**config.mk**
```make
export PLATFORM = sky130hd
export DESIGN_NAME = aud_adc_deser
export DESIGN_NICKNAME = d
export VERILOG_FILES = /design/src/rtl/aud_adc_deser.sv
export SDC_FILE = /design/constraint.sdc
export NUM_CORES = 1
export LEC_CHECK = 0
export ABC_AREA = 1
export CAP_MARGIN = 40
export CORE_ASPECT_RATIO = 1.2
export CORE_MARGIN = 2
export CORE_UTILIZATION = 30
export CTS_BUF_LIST = sky130_fd_sc_hd__clkbuf_8
export CTS_CLUSTER_SIZE = 8
export DETAILED_ROUTE_END_ITERATION = 10
export GPL_TIMING_DRIVEN = 0
export PLACE_DENSITY_LB_ADDON = 0.15
export SLEW_MARGIN = 10
export SYNTH_ARGS = -nofsm -noshare
export SYNTH_HDL_FRONTEND = slang
export SYNTH_SLANG_ARGS = --single-unit
```
**constraint.sdc**
```tcl
create_clock -name CLOCK -period 6.3 [get_ports CLOCK]
set_input_delay 0.945 -clock CLOCK [delete_from_list [all_inputs] [get_ports CLOCK]]
set_output_delay 0.945 -clock CLOCK [all_outputs]
set_load 0.02 [all_outputs]
```
**src/rtl/aud_adc_deser.sv**
```systemverilog
// I2S / left-justified ADC deserializer: oversamples the codec serial port in the CLOCK domain
// and presents left/right pairs on valid/ready. Optional PEAK output: define AUD_DESER_PEAK_EN.
module aud_adc_deser #(
  parameter int SAMPLE_BITS = 16,
  parameter int I2S_DELAY   = 1
) (
  input  logic                   CLOCK,
  input  logic                   RESET,
  input  logic                   AUD_BCLK,
  input  logic                   AUD_ADCLRCK,
  input  logic                   AUD_ADCDAT,
  input  logic                   SAMPLE_READY,
  input  logic                   CLR_FLAGS,
  output logic [SAMPLE_BITS-1:0] LEFT_DATA,
  output logic [SAMPLE_BITS-1:0] RIGHT_DATA,
  output logic                   SAMPLE_VALID,
  output logic                   OVERRUN,
  output logic                   FRAME_ERR
`ifdef AUD_DESER_PEAK_EN
  ,
  output logic [SAMPLE_BITS-2:0] PEAK
`endif
);

  typedef enum logic [1:0] {WAIT_SYNC, LEFT, RIGHT} state_t;

  state_t                 r_state;
  logic [2:0]             r_bclk_s;
  logic [1:0]             r_lrck_s;
  logic [1:0]             r_dat_s;
  logic                   r_lrck_prev;
  logic [5:0]             r_cnt;
  logic [SAMPLE_BITS-1:0] r_sh;
  logic [SAMPLE_BITS-1:0] r_lhold;
  logic                   r_done;
  logic                   r_left_ok;

  logic                   w_ev, w_lr, w_dat, w_chg, w_active, w_inrng, w_cap;
  logic                   w_full, w_short, w_wdone, w_wright, w_pair;
  logic [5:0]             w_cnt;
  logic [6:0]             w_pos, w_sh_amt;
  logic [SAMPLE_BITS-1:0] w_mask, w_sh_nxt, w_word;

  // LRCK/DAT only need the stage that lines up with the BCLK edge detector.
  always_ff @(posedge CLOCK) begin
    if (!RESET) begin
      r_bclk_s <= '0;
      r_lrck_s <= '0;
      r_dat_s  <= '0;
    end else begin
      r_bclk_s <= {r_bclk_s[1:0], AUD_BCLK};
      r_lrck_s <= {r_lrck_s[0], AUD_ADCLRCK};
      r_dat_s  <= {r_dat_s[0], AUD_ADCDAT};
    end
  end

  always_comb begin
    w_ev     = r_bclk_s[1] & ~r_bclk_s[2];
    w_lr     = r_lrck_s[1];
    w_dat    = r_dat_s[1];
    w_chg    = w_lr ^ r_lrck_prev;
    w_cnt    = w_chg ? '0 : r_cnt;
    w_active = (r_state != WAIT_SYNC) | (w_chg & ~w_lr);
    w_pos    = {1'b0, w_cnt} - 7'(I2S_DELAY);
    w_inrng  = ({1'b0, w_cnt} >= 7'(I2S_DELAY)) && (w_pos < 7'(SAMPLE_BITS));
    w_cap    = w_ev & w_active & w_inrng;
    w_sh_amt = 7'(SAMPLE_BITS - 1) - w_pos;
    w_mask   = {{(SAMPLE_BITS-1){1'b0}}, 1'b1} << w_sh_amt;
    // Slot register is cleared at every LRCK change, so unfilled LSBs read as zero padding.
    w_sh_nxt = w_chg ? '0 : r_sh;
    if (w_cap) w_sh_nxt = (w_sh_nxt & ~w_mask) | (w_dat ? w_mask : '0);
    w_full   = w_cap & (w_pos == 7'(SAMPLE_BITS - 1));
    w_short  = w_ev & w_chg & (r_state != WAIT_SYNC) & ~r_done;
    w_wdone  = w_short | w_full;
    w_wright = w_short ? (r_state == RIGHT) : w_lr;
    w_word   = w_short ? r_sh : w_sh_nxt;
    w_pair   = w_wdone & w_wright & r_left_ok;
  end

  always_ff @(posedge CLOCK) begin
    if (!RESET) begin
      r_state      <= WAIT_SYNC;
      r_lrck_prev  <= 1'b0;
      r_cnt        <= '0;
      r_sh         <= '0;
      r_lhold      <= '0;
      r_done       <= 1'b0;
      r_left_ok    <= 1'b0;
      LEFT_DATA    <= '0;
      RIGHT_DATA   <= '0;
      SAMPLE_VALID <= 1'b0;
      OVERRUN      <= 1'b0;
      FRAME_ERR    <= 1'b0;
    end else begin
      if (w_ev) begin
        r_lrck_prev <= w_lr;
        r_cnt       <= (w_cnt == 6'd63) ? 6'd63 : w_cnt + 6'd1;
        r_sh        <= w_sh_nxt;
        r_done      <= w_full | (r_done & ~w_chg);
        case (r_state)
          WAIT_SYNC: if (w_chg && !w_lr) r_state <= LEFT;
          default:   if (w_chg) r_state <= w_lr ? RIGHT : LEFT;
        endcase
        if (w_wdone) begin
          if (!w_wright) begin
            r_lhold   <= w_word;
            r_left_ok <= 1'b1;
          end else begin
            r_left_ok <= 1'b0;
          end
        end
      end

      if (SAMPLE_VALID && SAMPLE_READY) SAMPLE_VALID <= 1'b0;
      if (CLR_FLAGS) begin
        OVERRUN   <= 1'b0;
        FRAME_ERR <= 1'b0;
      end
      if (w_pair) begin
        LEFT_DATA    <= r_lhold;
        RIGHT_DATA   <= w_word;
        SAMPLE_VALID <= 1'b1;
        if (SAMPLE_VALID && !SAMPLE_READY) OVERRUN <= 1'b1;
      end
      if (w_short) FRAME_ERR <= 1'b1;
    end
  end

`ifdef AUD_DESER_PEAK_EN
  function automatic logic [SAMPLE_BITS-2:0] f_mag(input logic [SAMPLE_BITS-1:0] x);
    logic [SAMPLE_BITS-1:0] n;
    n = '0 - x;
    if (!x[SAMPLE_BITS-1]) return x[SAMPLE_BITS-2:0];
    if (x[SAMPLE_BITS-2:0] == '0) return '1;
    return n[SAMPLE_BITS-2:0];
  endfunction

  logic [SAMPLE_BITS-2:0] w_mag_l, w_mag_r, w_peak_nxt;

  always_comb begin
    w_mag_l    = f_mag(r_lhold);
    w_mag_r    = f_mag(w_word);
    w_peak_nxt = CLR_FLAGS ? '0 : PEAK;
    if (w_mag_l > w_peak_nxt) w_peak_nxt = w_mag_l;
    if (w_mag_r > w_peak_nxt) w_peak_nxt = w_mag_r;
  end

  always_ff @(posedge CLOCK) begin
    if (!RESET)         PEAK <= '0;
    else if (w_pair)    PEAK <= w_peak_nxt;
    else if (CLR_FLAGS) PEAK <= '0;
  end
`endif

endmodule

```
* After elaboration in Yosys (flattened, before gate mapping)
Index checks and enable logic that the tools add are counted.
Operators by class: add/subtract/negate cells 3, order comparisons 2, equality and inequality tests 4, shift-type cells 1, multiplexer cells 19, bitwise logic cells 23, reduce and logical (&&, ||, !) cells 14
Operators with widths (number):
- 16-bit two-way mux | 4
- 16-bit bitwise AND | 1
- 16-bit inverter | 1
- 16-bit bitwise OR | 1
- 1-bit by 7-bit left shift with 16-bit output (first input constant) | 1
- 6-bit two-way mux | 2
- 1-bit bitwise AND | 11
- 1-bit two-way mux | 9
- 2-bit two-way mux | 4
- 2-bit nonzero test | 4
- 7-bit by 4-bit equality test with 1-bit output (second input constant) | 1
- 7-bit by 5-bit < comparator with 1-bit output (second input constant) | 1
- 4-bit by 7-bit subtractor with 7-bit output (first input constant) | 1
- 6-bit by 1-bit subtractor with 7-bit output (second input constant) | 1
- 6-bit by 1-bit adder with 6-bit output (second input constant) | 1
- 6-bit equality test (second input constant) | 1
- 6-bit by 1-bit >= comparator with 1-bit output (second input constant) | 1
- 3-bit AND reduction | 2
- 1-bit inverter | 5
- 1-bit logical AND | 4
- 1-bit bitwise OR | 3
- 2-bit equality test (second input constant) | 1
- 1-bit logical NOT | 2
- 2-bit logical NOT | 1
- other kinds (3) | 3
Word-level totals: flip-flop bits (word level) 85, bits of input ports 7

* Logic depth before layout (Yosys ltp)
Gate-level depths: netlist of the first run.
word-level depth 11, depth in mapped cells 20, gate-level depth less buffers 20

* Least setup slack after synthesis of the first run
OpenSTA, ideal clock, no wires.
path kind register to register, start point register r_lrck_s[1], end point register RIGHT_DATA[15], library setup time 113 ps, arrival time 2503 ps, required time 6187 ps, slack 3683 ps, stages on the path, launching flop included 18, path buffers 0, period minus slack after synthesis 2617 ps, cell sequence dfxtp_1 > inv_1 > ha_1 > nand2_1 > nand2_2 > nor2_1 > nand2_1 > nand2_1 > inv_1 > ha_1 > nor3_1 > inv_1 > nor2_1 > nand2_1 > o21bai_1 > nand3_1 > nor2_1 > nor2_1
Between the ends: longest elaborated chain between the ends 10
RTL lines:
- start: declaration | line 29 | logic [1:0] r_lrck_s;
- start signal: assignment | line 52 | r_lrck_s <= {r_lrck_s[0], AUD_ADCLRCK};
- 1-bit bitwise XOR | line 61 | w_chg = w_lr ^ r_lrck_prev;
- 6-bit two-way mux | line 62 | w_cnt = w_chg ? '0 : r_cnt;
- 6-bit by 1-bit subtractor with 7-bit output | line 64 | w_pos = {1'b0, w_cnt} - 7'(I2S_DELAY);
- 4-bit by 7-bit subtractor with 7-bit output or 7-bit by 5-bit < comparator with 1-bit output (tied branches) | line 67, 65
- 1-bit by 7-bit left shift with 16-bit output or 1-bit logical AND (tied branches) | line 68, 65
- 16-bit inverter or 1-bit bitwise AND (tied branches) | line 71, 66
- 16-bit bitwise AND or 1-bit bitwise AND (tied branches) | line 71, 72
- 16-bit bitwise OR or 1-bit bitwise OR (tied branches) | line 71, 74
- 16-bit two-way mux or 1-bit bitwise AND (tied branches) | line 71, 77
- 16-bit two-way mux or 1-bit bitwise AND (tied branches) | line 76, 77
- end signal: assignment | line 121 | RIGHT_DATA <= w_word;
- end: declaration | line 15 | output logic [SAMPLE_BITS-1:0] RIGHT_DATA,
Parallel ways exist; a longest one is shown, timed or not. A chain may end at the register's enable or synchronous reset.

* Worst setup path in the final report of the first run
start point register r_lrck_s[1], end point register RIGHT_DATA[3]
The elaborated chain is that of the path after synthesis.

==> results of run 1 <==
## cell families after synthesis
group | count (synthesis) | share of synthesized area (%)
adders and majority gates | 3 | 0.9580
DFF | 85 | 43.42
and+or+nand+nor | 303 | 32.31
buffers and inverters | 85 | 9.163
AOI/OAI and AO/OA | 95 | 13.70
xor gates and xnor gates | 2 | 0.4471
## cell type report
type	count	area (µm²)
fillers	1426	8000
plain buffers	25	131.4
multi-input cells	403	1858
clock buffers	10	137.6
well taps	164	205.2
repair buffers	40	400.4
clock inverters	6	62.56
flip-flops and latches	85	1702
inverters	60	227.7
## layer usage
layer | track usage (%) | share of wire [%] | vias to the layer above
met5 | 0 | 0 | -
met4 | 6.335 | 1.0 | 0
met3 | 2.767 | 3.2 | 9
met2 | 29.67 | 51 | 62
met1 | 19.78 | 45 | 1720
li1 | - | - | 1932
## registers in the layout (all words and copies together), names as in the netlist
signal        count
RIGHT_DATA       16
r_cnt             6
r_left_ok         1
LEFT_DATA        16
r_done            1
r_lrck_prev       1
OVERRUN           1
r_bclk_s          3
r_dat_s           2
r_state           2
FRAME_ERR         1
r_lhold          16
r_sh             16
SAMPLE_VALID      1
r_lrck_s          2
## worst max-delay path by stage
stage | depth (start not counted) | to | startpoint
3_3_place_gp | 17 | r_lhold[15] | r_lrck_s[1]
4_1_cts | 17 | RIGHT_DATA[3] | r_lrck_s[1]
3_5_place_dp | 17 | RIGHT_DATA[3] | r_lrck_s[1]
6_report | 17 | RIGHT_DATA[3] | r_lrck_s[1]
5_1_grt | 17 | RIGHT_DATA[3] | r_lrck_s[1]
2_1_floorplan | 17 | RIGHT_DATA[15] | r_lrck_s[1]
## report_power, final
part / switching, mW / internal [mW]
clock: 0.212 / 0.194
sequential: 0.00619 / 0.546
combinational: 0.0734 / 0.0317
total: 0.291 / 0.771
## cells in the final DEF (no fill, tap or decap), types with 4 or more instances in the layout
master	instances
nand2_1	94
inv_1	55
a21oi_1	14
nand4_1	5
nor2_1	137
nand3_1	56
o21ai_1	17
o21ai_0	40
o21bai_1	15
clkdlybuf4s50_1	40
dfxtp_1	85
nand2_2	5
o211ai_1	4
clkbuf_8	10
clkbuf_1	15
## worst register-to-register path: stages (launching register included)
cell and delay, ns:
dfxtp_1 0.34, inv_1 0.07, ha_1 0.39, nand2_1 0.26, nand2_2 0.12, nor2_1 0.20, nand2_1 0.14, nand2_1 0.09
inv_1 0.04, ha_1 0.30, nor3_1 0.26, inv_1 0.06, nor2_1 0.12, nand2_1 0.15, o21bai_1 0.22, nand3_1 0.17
nor2_1 0.14, nor2_1 0.06
## stage by stage
| step | worst slack [ns] | hold slack, ns | instance area, µm² |
|---|---|---|---|
| after floorplan | 3.683 | 0.3905 | 3919 |
| after CTS | 3.090 | 0.4222 | 4725 |
| after detailed placement | 3.129 | 0.3996 | 4524 |
| after global placement | 3.157 | 0.3936 | 4524 |
| after global routing | 2.722 | 0.4325 | 4725 |
| final | 3.072 | 0.4218 | 4725 |
==> reports/metrics.csv, run 1 <==
metric;value;unit
clockBufferDepth;2;
worstRegToRegCells;17;
min_period;3.228;ns
grt_max_degree;15;
num_rows;45;
cap_viol_max_count;0;
hold_violations;0;
netlist_instances;573;
clk_pin_slew;0.09;ns
wirelength;11070;µm
via_count;3723;
cp_max_fo;7;
p_per_area;225.0;nW/µm²
dieArea;14000;µm²
r2r-start;r_lrck_s[1];
hold_path_startpoint;r_bclk_s[0];
grt_pass1_vias;3601;
crit_chain;inv_1, ha_1, nand2_1, nand2_2, nor2_1, nand2_1, nand2_1, inv_1, ha_1, nor3_1, inv_1, nor2_1, nand2_1, o21bai_1, nand3_1, nor2_1, nor2_1;
r2r_slack;3.07;ns
htreeDepth;3;
cp_slowest_cell;ha_1;
cts_resized;0;
post_cts_buffers;0;
cts-root-buf;clkbuf_8;
port_buffers;40;
place.gp.congestion;0.8691;
critPathCaptureType;register;
grt_overflow_total;0;
critPathRequiredTime;6.56;ns
avgSynthCellArea;6.839;µm²
drt_pass1_iterations;4;
cts_tree;built;
start_util;30.80;%
clock_latency;0.37;ns
fin_crit_sh;51.23;%
worstMarginPinSlew;0.6892;ns
grt_setup_unrepaired;no;
nets;634;
cp_top_family;simple AND/OR/NAND/NOR gates;
cts_buffers;9;
relSlewSlack;53.80;%
wire_per_inst;13.96;µm
cts_hold_buf;0;
reg2reg_to;RIGHT_DATA[3];
viasPerCell;4.695;
drv_slew;0;
synthFlopType;dfxtp_1;
fin_tns_setup;0;ns
final.setup_skew;0.01022;ns
p_leak;2.102;nW
timing.hold.worst_endpoint;r_bclk_s[1];
track_usage;16.58;%
area_delta_synth_final;20.56;%
drive_above_1_share;6.200;%
synth_commonest_cells;nor2_1, nand2_1, dfxtp_1;
ys_warn_count;0;
antenna_cells;0;
ys_seq_area_share;43.42;%
final-setup-viol-count;0;
drt_iter0_markers;172;
core;12720;µm²
ant_nets;0;
die_w;108.3;µm
critPathKind;reg2reg;
start_kind;register;
min_path_cells;2;
peakVddDrop;0.08966;mV
die_h;129.2;µm
slowest_delay;0.39;ns
yosys.area.top_type;dfxtp_1;
hpwl;8172;µm
cts_num_sinks;85;
synth_edf_count;0;
hold_class;reg2reg;
yosysUniqueCellTypes;33;
arrival;3.49;ns
synth_area_leaders;dfxtp_1, nor2_1, nand2_1, nand3_1, inv_1;
status;finished clean;
finalPower;1.063;mW
path_buf_inv;3;
yosys.area.top_type_share;43.42;%
ys_ff_latch;85;
drc;0;
antenna_found_initial;0;
synth_fp_nets;583;
async_flop_share;0;%
dp.cells;777;
finalNonFillerCells;793;
netlist_area;3919;µm²
yosysMostFrequentCell;nor2_1;
grt_pass1_wl;18080;µm
num_io_pins;42;
max_freq;309.8;MHz
utilization;37.13;%
(Power assumes the default switching activity.)
==> run 2, diff against run 1 <==
Clock period 6.3 ns to 3.2 ns, I/O delays scaled along.
==> reports/metrics.csv, run 2 (synthesis gave the netlist of run 1 again) <==
metric;value;unit;change
cts_hold_buf;0;;unchanged
placed_area;4524;µm²;unchanged
grt_pass1_vias;3601;;unchanged
final_cell_mix;nor2_1, nand2_1, dfxtp_1, inv_1, nand3_1;;
arrival;3.17;ns;-0.32 ns
utilization;37.57;%;+0.44 points
design_area;4781;µm²;+1.2%
relSlewSlack;54.15;%;+0.35 points
cp_top_family;simple AND/OR/NAND/NOR gates;;
drc;0;;unchanged
hpwl;8172;µm;unchanged
path_buf_inv;4;;+1
dp.cells;777;;unchanged
place.gp.congestion;0.8691;;unchanged
fillCellCount;1422;;-0.28%
die_h;129.2;µm;unchanged
worstRegToRegCells;17;;unchanged
crit_top_cell;nand2_1;;
p_comb_share;10.3;%;+0.4 points
cts-root-buf;clkbuf_8;;
p_leak;2.132;nW;+1.4%
start_util;30.80;%;unchanged
clockBufferDepth;2;;unchanged
worstMarginPinSlew;0.6840;ns;-0.005178 ns
cts_tree;built;;
grt_overflow_total;0;;unchanged
slowest_delay;0.34;ns;-0.05 ns
critPathRequiredTime;3.46;ns;-3.10 ns
power_frac_seq;52.0;%;about the same
crit_chain;inv_1, ha_2, nand2_1, clkinv_1, nor2_4, nand2_1, nand2_1, inv_1, ha_1, nor3_2, inv_1, nor2_2, nand2_1, o21bai_1, nand3_2, nor2_1, nor2_1;;
dieArea;14000;µm²;unchanged
critical_path_depth;17;;unchanged
status;finished clean;;
drive_above_1_share;8.254;%;+2.1 points
antenna_cells;0;;unchanged
cp_max_fo;6;;-1
setup_slack;0.2894;ns;-2.783 ns
wire_per_inst;13.84;µm;-0.85%
final-setup-viol-count;0;;unchanged
finalPower;2.091;mW;+97%
final.setup_skew;0.01086;ns;+0.0006355 ns
track_usage;16.58;%;unchanged
internal-power;1.523;mW;+97%
num_io_pins;42;;unchanged
grt_max_degree;15;;unchanged
die_w;108.3;µm;unchanged
cts_buffers;9;;unchanged
clk_pin_slew;0.09;ns;about the same
ant_nets;0;;unchanged
nets;635;;+0.16%
port_buffers;40;;unchanged
netSwitchingFraction;27.18;%;-0.24 points
drt_iter0_markers;158;;-8.1%
drv_slew;0;;unchanged
hold_violations;0;;unchanged
hold_class;reg2reg;;
clock_latency;0.37;ns;about the same
min_path_cells;2;;unchanged
viasPerCell;4.710;;+0.33%
finalNonFillerCells;794;;+0.13%
max_freq;343.6;MHz;+11%
min_period;2.911;ns;-0.3169 ns
p_sw;0.5684;mW;+95%
whs;0.4215;ns;-0.0002130 ns
pre_cts_ws;0.02935;ns;-3.100 ns
cap_viol_max_count;0;;unchanged
critPathCaptureType;register;;
start_kind;register;;
grt_pass1_wl;18080;µm;unchanged
p_per_area;437.4;nW/µm²;+94%
layout_commonest_cell;nor2_1;;
area_delta_synth_final;22.00;%;
peakVddDrop;0.1789;mV;+99%
wirelength;10990;µm;-0.72%
cts_num_sinks;85;;unchanged
clkPwrFrac;37.7;%;-0.5 points
core;12720;µm²;unchanged
drt_pass1_iterations;4;;unchanged
htreeDepth;3;;unchanged
fin_tns_setup;0;ns;unchanged
num_rows;45;;unchanged
via_count;3740;;+0.46%
cp_slowest_cell;dfxtp_1;;
antenna_found_initial;0;;unchanged
fin_crit_sh;90.96;%;+40 points
r2r_slack;0.29;ns;-2.78 ns
critPathKind;reg2reg;;
[run 2: worst reg2reg max path: stages (launching register included)]
cell and delay, ns:
dfxtp_1 0.34, inv_1 0.07, ha_2 0.34, nand2_1 0.17, clkinv_1 0.17, nor2_4 0.16, nand2_1 0.11, nand2_1 0.08
inv_1 0.04, ha_1 0.31, nor3_2 0.20, inv_1 0.07, nor2_2 0.11, nand2_1 0.11, o21bai_1 0.22, nand3_2 0.14
nor2_1 0.12, nor2_1 0.05
[run 2: metal layers]
layer  up-vias  wire, µm  track usage (%)
li1       1939         -                -
met1      1723      4938            19.78
met2        62      5545            29.67
met3        16       341            2.767
met4         0       162            6.335
met5         -         0                0
[run 2: area by class of cell]
cell class                      count  area (µm²)  area share, %
Multi-Input combinational cell    403        1904          39.83
Clock inverter                      6       62.56          1.309
Clock buffer                       10       137.6          2.879
Sequential cell                    85        1702          35.59
Tap cell                          164       205.2          4.292
Buffer                             25       133.9          2.800
Timing Repair Buffer               41       407.9          8.532
Inverter                           60       227.7          4.763
[run 2: power by group through the flow]
stage / Combinational, mW / Sequential [mW] / Clock [mW]
after floorplan: 0.149 / 1.11 / 0
after global placement: 0.205 / 1.11 / 0
after detailed placement: 0.206 / 1.11 / 0
after CTS: 0.208 / 1.09 / 0.816
after global routing: 0.243 / 1.09 / 0.857
final: 0.215 / 1.09 / 0.789
[run 2: worst paths after layout]
path                    start             to
setup reg to reg  r_lrck_s[1]  RIGHT_DATA[7]
hold / removal    r_bclk_s[0]    r_bclk_s[1]
setup / recovery  r_lrck_s[1]  RIGHT_DATA[7]
hold reg to reg   r_bclk_s[0]    r_bclk_s[1]
[run 2: repair_timing]
item	4_1_cts	5_1_grt
endpoints found under the setup margin	1	63
setup buffers	0	1
pin swaps	0	10
gates resized for setup	1	14
